--- src/rtl/dart_pkg.sv ---
`default_nettype none
// ============================================================================
//  Module      : dart_pkg
//  Description : Shared types and score constants for the dart scorer.
//                coord_t : 2-bit board coordinate (0 = off-board, 1..3 board)
//                score_t : 2-bit per-throw score (0..3)
//  Revision    : 1.0  initial release
// ============================================================================
package dart_pkg;

    typedef logic [1:0] coord_t;
    typedef logic [1:0] score_t;

    localparam score_t SCORE_MISS   = 2'd0;
    localparam score_t SCORE_CORNER = 2'd1;
    localparam score_t SCORE_RING   = 2'd2;
    localparam score_t SCORE_BULL   = 2'd3;

endpackage : dart_pkg
`default_nettype wire

--- src/rtl/dart_zone_decode.sv ---
`default_nettype none
// ============================================================================
//  Module      : dart_zone_decode
//  Description : Purely combinational mapping of a throw coordinate to its
//                score on the 3x3 board.
//  Ports       : x_i  [1:0]  throw column (0 = off-board)
//                y_i  [1:0]  throw row    (0 = off-board)
//                p_o  [1:0]  score: 3 centre, 2 edge-adjacent, 1 corner, 0 miss
//  Revision    : 1.0  initial release
// ============================================================================
module dart_zone_decode
    import dart_pkg::*;
(
    input  coord_t x_i,
    input  coord_t y_i,
    output score_t p_o
);

    // On-board coordinates are 1..3, so |c-2| collapses to "c != 2".
    logic x_off_w;
    logic y_off_w;

    assign x_off_w = (x_i != 2'd2);
    assign y_off_w = (y_i != 2'd2);

    always_comb begin
        p_o = SCORE_MISS;
        if ((x_i != 2'd0) && (y_i != 2'd0)) begin
            case ({x_off_w, y_off_w})
                2'b00:   p_o = SCORE_BULL;
                2'b01,
                2'b10:   p_o = SCORE_RING;
                default: p_o = SCORE_CORNER;
            endcase
        end
    end

endmodule : dart_zone_decode
`default_nettype wire

--- src/rtl/dart_scorer.sv ---
`default_nettype none
// ============================================================================
//  Module      : dart_scorer
//  Description : Scores dart throws on a 3x3 board and keeps per-turn and
//                per-game running totals.
//  Ports       : clk          system clock, rising edge
//                rst_n        asynchronous active-low reset
//                X, Y         throw coordinate (0 = off-board)
//                P            combinational score of current X/Y
//                throw_valid  accept X/Y as a throw this cycle
//                clear        synchronous clear of all accumulators
//                throw_idx    throws already accepted in the current turn
//                turn_total   sum of scores in the current turn
//                turn_done    one-cycle pulse after the last throw of a turn
//                game_total   saturating sum of all scores
//                game_sat     sticky: game_total has reached saturation
//  Build option: DART_STATS_EN adds saturating per-zone throw counters
//                bull_cnt, ring_cnt, corner_cnt, miss_cnt (GAME_W bits).
//  Revision    : 1.0  initial release
// ============================================================================
module dart_scorer
    import dart_pkg::*;
#(
    parameter int unsigned THROWS_PER_TURN = 3,
    parameter int unsigned GAME_W          = 12
) (
    input  logic              clk,
    input  logic              rst_n,
    input  logic [1:0]        X,
    input  logic [1:0]        Y,
    output logic [1:0]        P,
    input  logic              throw_valid,
    input  logic              clear,
    output logic [3:0]        throw_idx,
    output logic [3:0]        turn_total,
    output logic              turn_done,
    output logic [GAME_W-1:0] game_total,
    output logic              game_sat
`ifdef DART_STATS_EN
    ,
    output logic [GAME_W-1:0] bull_cnt,
    output logic [GAME_W-1:0] ring_cnt,
    output logic [GAME_W-1:0] corner_cnt,
    output logic [GAME_W-1:0] miss_cnt
`endif
);

    localparam logic [3:0] LAST_IDX = 4'(THROWS_PER_TURN - 1);

    score_t            p_w;
    logic              accept_w;
    logic [GAME_W:0]   game_sum_w;

    logic [3:0]        throw_idx_q,  throw_idx_d;
    logic [3:0]        turn_total_q, turn_total_d;
    logic              turn_done_q,  turn_done_d;
    logic [GAME_W-1:0] game_total_q, game_total_d;
    logic              game_sat_q,   game_sat_d;

    dart_zone_decode u_zone_decode (
        .x_i (X),
        .y_i (Y),
        .p_o (p_w)
    );

    assign P          = p_w;
    assign accept_w   = throw_valid & ~clear;

    // One extra bit catches the carry that signals saturation.
    assign game_sum_w = {1'b0, game_total_q} + {{(GAME_W-1){1'b0}}, p_w};

    always_comb begin
        throw_idx_d  = throw_idx_q;
        turn_total_d = turn_total_q;
        turn_done_d  = 1'b0;
        game_total_d = game_total_q;
        game_sat_d   = game_sat_q;

        if (clear) begin
            throw_idx_d  = 4'd0;
            turn_total_d = 4'd0;
            game_total_d = '0;
            game_sat_d   = 1'b0;
        end else if (throw_valid) begin
            // throw_idx of 0 marks the first throw of a turn: the previous
            // turn's sum stays visible until this throw replaces it.
            if (throw_idx_q == 4'd0) begin
                turn_total_d = {2'b00, p_w};
            end else begin
                turn_total_d = turn_total_q + {2'b00, p_w};
            end

            if (throw_idx_q == LAST_IDX) begin
                throw_idx_d = 4'd0;
                turn_done_d = 1'b1;
            end else begin
                throw_idx_d = throw_idx_q + 4'd1;
            end

            if (game_sum_w[GAME_W]) begin
                game_total_d = '1;
                game_sat_d   = 1'b1;
            end else begin
                game_total_d = game_sum_w[GAME_W-1:0];
                if (game_sum_w[GAME_W-1:0] == {GAME_W{1'b1}}) begin
                    game_sat_d = 1'b1;
                end
            end
        end
    end

    always_ff @(posedge clk or negedge rst_n) begin
        if (!rst_n) begin
            throw_idx_q  <= 4'd0;
            turn_total_q <= 4'd0;
            turn_done_q  <= 1'b0;
            game_total_q <= '0;
            game_sat_q   <= 1'b0;
        end else begin
            throw_idx_q  <= throw_idx_d;
            turn_total_q <= turn_total_d;
            turn_done_q  <= turn_done_d;
            game_total_q <= game_total_d;
            game_sat_q   <= game_sat_d;
        end
    end

    assign throw_idx  = throw_idx_q;
    assign turn_total = turn_total_q;
    assign turn_done  = turn_done_q;
    assign game_total = game_total_q;
    assign game_sat   = game_sat_q;

`ifdef DART_STATS_EN
    // Counter index equals the score value it tracks (0 miss .. 3 bull).
    logic [GAME_W-1:0] zone_cnt_q [4];

    for (genvar gi = 0; gi < 4; gi++) begin : g_zone_cnt
        always_ff @(posedge clk or negedge rst_n) begin
            if (!rst_n) begin
                zone_cnt_q[gi] <= '0;
            end else if (clear) begin
                zone_cnt_q[gi] <= '0;
            end else if (accept_w && (p_w == score_t'(gi)) &&
                         (zone_cnt_q[gi] != {GAME_W{1'b1}})) begin
                zone_cnt_q[gi] <= zone_cnt_q[gi] + 1'b1;
            end
        end
    end

    assign bull_cnt   = zone_cnt_q[SCORE_BULL];
    assign ring_cnt   = zone_cnt_q[SCORE_RING];
    assign corner_cnt = zone_cnt_q[SCORE_CORNER];
    assign miss_cnt   = zone_cnt_q[SCORE_MISS];
`else
    // Acceptance only feeds the optional counters.
    logic unused_accept_w;
    assign unused_accept_w = accept_w;
`endif

endmodule : dart_scorer
`default_nettype wire

--- config.mk ---
export PLATFORM = sky130hd
export DESIGN_NAME = dart_scorer
export DESIGN_NICKNAME = d
export VERILOG_FILES = /design/src/rtl/dart_pkg.sv /design/src/rtl/dart_zone_decode.sv /design/src/rtl/dart_scorer.sv
export SDC_FILE = /design/constraint.sdc
export NUM_CORES = 1
export LEC_CHECK = 0
export CORE_ASPECT_RATIO = 1.2
export CORE_MARGIN = 10
export CORE_UTILIZATION = 25
export DETAILED_ROUTE_END_ITERATION = 7
export GPL_ROUTABILITY_DRIVEN = 0
export PLACE_DENSITY = 0.46
export SLEW_MARGIN = 20
export SYNTH_ARGS = -nofsm -noshare
export SYNTH_HDL_FRONTEND = slang
export SYNTH_SLANG_ARGS = --single-unit
--- constraint.sdc ---
create_clock -name clk -period 2.1 [get_ports clk]
set_input_delay 0.42 -clock clk [delete_from_list [all_inputs] [get_ports clk]]
set_output_delay 0.42 -clock clk [all_outputs]
set_load 0.1 [all_outputs]
==> out/qor.txt, run 1 <==
================================================================================
Result of the run                                                   finished with violations
Violated checks                                                     negative setup slack
Most used DFF post-synth                                            sky130_fd_sc_hd__dfrtp_1
Die area                                                                9540 µm²
Power density cells                                                   518 nW/µm²
Category of the worst setup path capture point                         flip-flop
Cell taking the most area after synthesis                           sky130_fd_sc_hd__dfrtp_1
Number of H-tree levels                                                        1
Half-perimeter wire length of the detailed placement result              3540 µm
Final Net Count                                                              241
Number of CTS-inserted buffers                                                 3
Detailed Route Iter0 Violations                                              108
Area taken by flip-flops and latches                                     551 µm²
DR WL/cell                                                               15.2 µm
Commonest cells in the synthesized netlist                          22 x sky130_fd_sc_hd__dfrtp_1, 21 x sky130_fd_sc_hd__nor2_1, 15 x sky130_fd_sc_hd__nand2_1
Count of input and output buffers                                             31
Post-route clock period utilization                                         1.02
Placeable core region                                                   5740 µm²
Remaining design rule violation count                                          0
Layout cells sized above 1                                                 0.419
Reported leakage power                                                0.00104 µW
Count of hold buffers inserted by post-cts repair                              0
Kind of critical path                                               input pin to flip-flop
Clock-pin transition on the worst setup and hold timing paths            0.09 ns
Area of the mapped netlist                                              1510 µm²
Area added between synthesis and finish                                    57.4%
Class of the tightest hold or removal check                         input pin to asynchronous set/reset pin
CP arrival                                                               2.31 ns
TritonCTS clock tree                                                         yes
Startpoint class of the critical path                                  input pin
Final number of max-transition violations                                      0
Unique masters post-synth                                                     49
Die Y-Extent                                                              105 µm
Setup Viol. Count Final                                                        1
Share of power burned in combinational logic                               0.303
Vias per Instance                                                           5.00
Cell count after synthesis                                                   172
Worst setup slack after layout                                        -0.0343 ns
Worst Max-Slew Pin Slew                                                 0.370 ns
GRT Resource Usage Total                                                  0.0959
Relative max-transition margin                                             0.747
Clock latency on the worst-skew pair                                     0.27 ns
Initial Util                                                               0.262
Via Count                                                                  1,536
Final Critical Period                                                    2.13 ns
Synthesized area per cell                                               8.76 µm²
Synthesized netlist net count                                                185
Number of top-level pins                                                      32
Post-synth EDFFs                                                               0
Clock share of power                                                       0.329
Most instantiated library cell after synthesis                      sky130_fd_sc_hd__dfrtp_1
Design Power                                                             1230 µW
Sinks on Clock Net                                                            22
Fin util                                                                   0.413
Max-cap violations                                                             0
Max IR drop VDD                                                           324 µV
First-pass GRT wire length                                               7770 µm
Sequential element share of the synthesized area                           0.365
Fmax                                                                     469 MHz
Number of cell rows                                                           30
Placed Area                                                             2190 µm²
Count of endpoints failing hold in the final timing report                     0
Total internal power                                                      832 µW
Net switching power                                                       397 µW
Sum of negative setup slack                                           -0.0343 ns
Detail Route Antenna Nets                                                      0
Pin count of the biggest net entering global routing                          23
Final Instance Area                                                     2370 µm²
Synth Register Bits                                                           22
Horizontal die dimension                                                 90.9 µm
First-pass iteration count of the detailed router                              4
Number of fill cells                                                         574
Aggregate routed wire length                                             4680 µm
Number of global-route vias before repair                                  1,562
Share of synthesized flip-flops with an asynchronous set or reset           1.00
Multi-input gate area                                                   1040 µm²
Total congestion overflow                                                      0
Initial antenna violation count                                                0
Most area-consuming cells after synthesis                           sky130_fd_sc_hd__dfrtp_1 37%, sky130_fd_sc_hd__nor2_1 5.2%, sky130_fd_sc_hd__ha_1 4.2%
Proportion of power drawn by flip-flops and latches                        0.368
Fraction of synthesized cell area taken by the top area cell type          0.365
Data required time of the critical path                                  2.28 ns
Worst Path Max Fanout                                                          5
Diodes inserted                                                                0
Yosys warning count                                                            0
Clock Root Buffer                                                   sky130_fd_sc_hd__clkbuf_8
RSZ-0062 raised after global routing                                         yes
Switching power share of the total                                         0.323
Clock Tree Buf Depth                                                           2
Clock tree skew after final layout                                    0.00398 ns
================================================================================
[layout by cell type (no fill, tap or decap), types with 3 or more instances in the layout]
cell type and n:
sky130_fd_sc_hd__buf_12 8, sky130_fd_sc_hd__and2_1 3, sky130_fd_sc_hd__clkbuf_8 3, sky130_fd_sc_hd__nand3_1 6
sky130_fd_sc_hd__buf_6 5, sky130_fd_sc_hd__mux2i_1 6, sky130_fd_sc_hd__a211oi_1 3, sky130_fd_sc_hd__nor2_4 3
sky130_fd_sc_hd__nand2_1 13, sky130_fd_sc_hd__o21ai_0 3, sky130_fd_sc_hd__a311oi_1 3, sky130_fd_sc_hd__a31oi_1 5
sky130_fd_sc_hd__dfrtp_1 22, sky130_fd_sc_hd__clkdlybuf4s50_1 3, sky130_fd_sc_hd__inv_1 4, sky130_fd_sc_hd__a21oi_1 9
sky130_fd_sc_hd__nor2_1 17, sky130_fd_sc_hd__and3_1 3, sky130_fd_sc_hd__xor2_1 4, sky130_fd_sc_hd__nor3_1 4
sky130_fd_sc_hd__ha_4 3, sky130_fd_sc_hd__buf_4 42
[state kept, by name (all words and copies together) (netlist names)]
| name | flops |
|---|---|
| game_sat | 1 |
| game_total | 12 |
| turn_total | 4 |
| turn_done | 1 |
| throw_idx | 4 |
[stage by stage]
| step | cells | setup WS [ns] | hold WS [ns] |
|---|---|---|---|
| final | 307 | -0.0343 | 0.497 |
| after global routing | 307 | -0.135 | 0.530 |
| after CTS | 302 | -0.0515 | 0.513 |
| after detailed placement | 298 | -0.762 | 0.569 |
| after global placement | 298 | -0.696 | 0.555 |
| after floorplan | 172 | -0.723 | 0.124 |
[critical path, cell delays in order]
cell and delay (ns):
sky130_fd_sc_hd__buf_8 0.09, sky130_fd_sc_hd__nand2b_4 0.14, sky130_fd_sc_hd__ha_4 0.25, sky130_fd_sc_hd__nor2_4 0.11, sky130_fd_sc_hd__ha_4 0.17, sky130_fd_sc_hd__nor2_4 0.04
sky130_fd_sc_hd__nor3_4 0.30, sky130_fd_sc_hd__or2_4 0.20, sky130_fd_sc_hd__a41oi_2 0.11, sky130_fd_sc_hd__a211o_1 0.28, sky130_fd_sc_hd__o32ai_2 0.19
[cell families (layout without fill, tap and decap cells)]
group | after synthesis | count (layout) | share of synthesized area
and+or+nand+nor | 79 | 79 | 0.285
AOI/OAI and AO/OA | 39 | 39 | 0.197
DFF | 22 | 22 | 0.365
buffers and inverters | 16 | 71 | 0.0415
adders and majority gates | 6 | 6 | 0.0482
muxes | 6 | 6 | 0.0399
xor gates and xnor gates | 4 | 4 | 0.0233
[power groups by stage]
stage | combinational, µW | clock (µW) | sequential, µW
global route | 400 | 439 | 454
detailed placement | 357 | 0 | 459
floorplan | 147 | 0 | 537
finish | 373 | 404 | 452
CTS | 360 | 417 | 451
global placement | 351 | 0 | 458
[metal layers]
metal | track usage | part of all wire
met1 | 0.107 | 0.43
met2 | 0.175 | 0.53
met3 | 0.0115 | 0.018
met4 | 0.0448 | 0.022
met5 | 0 | 0
[final timing paths]
check,slack (ns),endpoint,cells past startpoint,start
min,0.50,throw_idx[3],2,rst_n
max in group asynchronous,1.36,game_total[6],2,rst_n
max,-0.03,game_sat,11,Y[0]
min reg2reg,0.59,game_sat,2,game_sat
min in group clk,0.59,game_sat,2,game_sat
max reg2reg,0.12,game_sat,9,game_total[1]
[cell type report]
cell class                 instances  area share
timing repair buffer              61       0.247
tap                               80      0.0422
multi-input combinational        134       0.439
clock inverter                     1      0.0127
sequential                        22       0.232
clock buffer                       3      0.0174
inverter                           6     0.00950
[repair_timing]
item / CTS / global route
resized for setup: 28 / 12
setup buffers: 0 / 5
pin swaps: 12 / 9
setup endpoints to repair: 18 / 10
hold endpoints to repair: 0 / 0
Note: power is estimated with default switching activity, not from simulation.
==> run 2, diff against run 1 <==
--- a/config.mk
+++ b/config.mk
@@ -5,6 +5,7 @@
 export SDC_FILE = /design/constraint.sdc
 export NUM_CORES = 1
 export LEC_CHECK = 0
+export ABC_AREA = 1
 export CORE_ASPECT_RATIO = 1.2
 export CORE_MARGIN = 10
 export CORE_UTILIZATION = 25
==> out/qor.txt, run 2 <==
=====================================================================================
Result of the run                                                        finished, final reports clean
Count of endpoints failing hold in the final timing report                          0   unchanged
Clock latency on the worst-skew pair                                          0.27 ns   about the same
Yosys warning count                                                                 0   unchanged
Half-perimeter wire length of the detailed placement result                   3520 µm   -0.67%
Diodes inserted                                                                     0   unchanged
Final number of max-transition violations                                           0   unchanged
Post-synth EDFFs                                                                    0   unchanged
Critical path's slowest cell                                             sky130_fd_sc_hd__ha_4
Largest register FFs                                                               12   unchanged
Share of synthesized flip-flops with an asynchronous set or reset                1.00   unchanged
Top library cells by usage in the layout, fill and taps aside            47 x sky130_fd_sc_hd__nand2_1, 40 x sky130_fd_sc_hd__buf_4, 30 x sky130_fd_sc_hd__inv_1, 21 x sky130_fd_sc_hd__dfrtp_1, 16 x sky130_fd_sc_hd__nor2_1
Die Y-Extent                                                                   105 µm   +0.27%
Final Critical Period                                                         1.99 ns   -0.141 ns
Number of H-tree levels                                                             1   unchanged
Data required time of the critical path                                       2.27 ns   about the same
Setup Viol. Count Final                                                             0   -1
Initial Util                                                                    0.254   -0.00843
Category of the worst setup path capture point                              flip-flop
Count of input and output buffers                                                  31   unchanged
Layout cells sized above 1                                                      0.323   -0.0952
Sequential element share of the synthesized area                                0.363   -0.00241
Area added between synthesis and finish                                         45.0%
Number of top-level pins                                                           32   unchanged
Crit-path leading delay family                                           simple AND/OR/NAND/NOR gates
GRT Resource Usage Total                                                       0.0996   +0.00367
RSZ-0062 raised after global routing                                               no
Remaining design rule violation count                                               0   unchanged
Fraction of synthesized cell area taken by the top area cell type               0.363   -0.00241
Cell count after synthesis                                                        216   +26%
Most used DFF post-synth                                                 sky130_fd_sc_hd__dfrtp_1
Most area-consuming cells after synthesis                                sky130_fd_sc_hd__dfrtp_1 36%, sky130_fd_sc_hd__nand2_1 14%, sky130_fd_sc_hd__inv_1 8.9%
Worst Path Max Fanout                                                               4   -1
Crit path top cell by count                                              sky130_fd_sc_hd__nand2_1
Placed Area                                                                  2110 µm²   -3.8%
Placeable core region                                                        5970 µm²   +4.0%
TritonCTS clock tree                                                              yes
Clock tree skew after final layout                                         0.00387 ns   -0.000109 ns
Number of CTS-inserted buffers                                                      3   unchanged
Fin util                                                                        0.368   -0.0446
Relative max-transition margin                                                  0.794   +0.0473
Pin count of the biggest net entering global routing                               23   unchanged
Maximum single-stage delay on the critical path                               0.26 ns   -0.04 ns
Synthesized netlist net count                                                     229   +24%
Startpoint class of the critical path                                       input pin
Worst setup slack after layout                                               0.107 ns   +0.141 ns
# placed instances                                                                343   +15%
Number of cell rows                                                                31   +3.3%
Class of the tightest hold or removal check                              flip-flop to flip-flop
Unique masters post-synth                                                          31   -37%
Aggregate routed wire length                                                  4470 µm   -4.4%
Total congestion overflow                                                           0   unchanged
Max-cap violations                                                                  0   unchanged
Synthesized area per cell                                                    7.02 µm²   -20%
Commonest cells in the synthesized netlist                               55 x sky130_fd_sc_hd__nand2_1, 36 x sky130_fd_sc_hd__inv_1, 22 x sky130_fd_sc_hd__dfrtp_1
Clock Root Buffer                                                        sky130_fd_sc_hd__clkbuf_8
Clock Tree Buf Depth                                                                2   unchanged
Number of global-route vias before repair                                       1,643   +5.2%
Detail Route Antenna Nets                                                           0   unchanged
Synth Register Bits                                                                22   unchanged
First-pass iteration count of the detailed router                                   6   +2
Final Net Count                                                                   280   +16%
Most instantiated library cell after synthesis                           sky130_fd_sc_hd__nand2_1
Horizontal die dimension                                                      91.1 µm   +0.26%
Bufs and invs on worst path                                                         4   +3
Max IR drop VDD                                                                291 µV   -10%
DR WL/cell                                                                    12.8 µm   -16%
First-pass GRT wire length                                                    7990 µm   +2.8%
Die area                                                                     9590 µm²   +0.53%
Detailed Route Iter0 Violations                                                    75   -31%
Cell taking the most area after synthesis                                sky130_fd_sc_hd__dfrtp_1
Via Count                                                                       1,562   +1.7%
Cell breakdown of the critical path                                      buf_4, inv_12, nand2_4, ha_4, nor2_4, ha_4, ha_4, inv_6, nand2_4, nand2_2, o21ai_1, inv_1, nand2_1, nor2_1, nand3_1, nand2_1, nand2_1, nand2_1, nand2_1
Post-route clock period utilization                                             0.949   -0.0672
Reported leakage power                                                     0.00110 µW   +6.2%
Design Power                                                                  1790 µW   +46%
Vias per Instance                                                                4.49   -10%
Worst slack at placement                                                    -0.627 ns   +0.135 ns
Most frequent standard cell in the layout excluding fill and tap cells   sky130_fd_sc_hd__nand2_1
Non-Filler Instances                                                              348   +13%
Initial antenna violation count                                                     0   unchanged
Final Instance Area                                                          2200 µm²   -7.2%
Area of the mapped netlist                                                   1520 µm²   +0.66%
Clock-pin transition on the worst setup and hold timing paths                 0.08 ns   about the same
Kind of critical path                                                    input pin to flip-flop
Sinks on Clock Net                                                                 22   unchanged
Worst Max-Slew Pin Slew                                                      0.308 ns   -0.0625 ns
CP arrival                                                                    2.16 ns   -0.15 ns
Power density cells                                                        814 nW/µm²   +57%
Fmax                                                                          502 MHz   +7.1%
=====================================================================================
==> run 2: cell types whose count changed after synthesis, sizes merged, moves of 5 or more <==
cell / delta
mux2i: -6
nand3: +6
nand2: +45
clkbuf: -6
nor3: +5
inv: +32
o21ai: +17
a21oi: -5
==> run 2: cell type report <==
| cell class | instances | area, µm² |
|---|---|---|
| multi-input cells | 152 | 896 |
| flip-flops and latches | 22 | 552 |
| inverters | 39 | 173 |
| repair buffers | 49 | 405 |
| clock inverters | 1 | 30.0 |
| fillers | 678 | 3770 |
| clock buffers | 3 | 41.3 |
| well taps | 82 | 103 |
==> run 2: timing repair <==
item	CTS	global route
setup endpoints to repair	17	10
gates resized for setup	17	9
endpoints found under the hold margin	0	0
buffers inserted	0	1
pin swaps	11	10
gates cloned	1	0
hold buffers	0	0
==> run 2: logic make-up after synthesis <==
logic type / share of synthesized area
AOI/OAI and AO/OA: 0.122
xor gates and xnor gates: 0.0116
adders and majority gates: 0.0413
buffers and inverters: 0.116
DFF: 0.363
and+or+nand+nor: 0.347
==> run 2: worst register-to-register path: stages (launching register included) <==
cell and delay (ns):
sky130_fd_sc_hd__dfrtp_2 0.43, sky130_fd_sc_hd__inv_1 0.10, sky130_fd_sc_hd__nand2_2 0.06, sky130_fd_sc_hd__nand2_2 0.06, sky130_fd_sc_hd__inv_2 0.04, sky130_fd_sc_hd__ha_4 0.16
sky130_fd_sc_hd__inv_6 0.08, sky130_fd_sc_hd__nand2_4 0.07, sky130_fd_sc_hd__nand2_2 0.07, sky130_fd_sc_hd__o21ai_1 0.07, sky130_fd_sc_hd__inv_1 0.07, sky130_fd_sc_hd__nand2_1 0.07
sky130_fd_sc_hd__nor2_1 0.11, sky130_fd_sc_hd__nand3_1 0.10, sky130_fd_sc_hd__nand2_1 0.09, sky130_fd_sc_hd__nand2_1 0.05, sky130_fd_sc_hd__nand2_1 0.05, sky130_fd_sc_hd__nand2_1 0.05
==> run 2: layer usage <==
layer	vias up	track usage	part of all wire
li1	805	-	-
met1	719	0.113	0.42
met2	34	0.182	0.52
met3	4	0.0135	0.040
met4	0	0.0404	0.015
met5	-	0	0
==> run 2: path summary, 6_finish.rpt <==
kind	startpoint	to	slack, ns	cells past startpoint
worst max-delay path	X[0]	game_sat	0.11	19
worst min-delay path	game_sat	game_sat	0.49	2
worst max register to register	game_total[1]	game_sat	0.28	17
worst min register to register	game_sat	game_sat	0.49	2
max in group asynchronous	rst_n	game_total[1]	1.34	2
min in group asynchronous	rst_n	game_total[5]	0.50	2
==> run 2: per-stage QoR <==
stage                     TNS, ns  hold WS (ns)
after floorplan             -4.39         0.124
after global placement      -8.02         0.472
after detailed placement    -8.63         0.476
after CTS                       0         0.499
after global routing            0         0.529
final                           0         0.494
==> run 2: power by group <==
group	total [µW]	internal [µW]	switching, µW
Combinational	858	233	625
Clock	408	255	153
Sequential	525	472	52.6
Total	1790	960	831
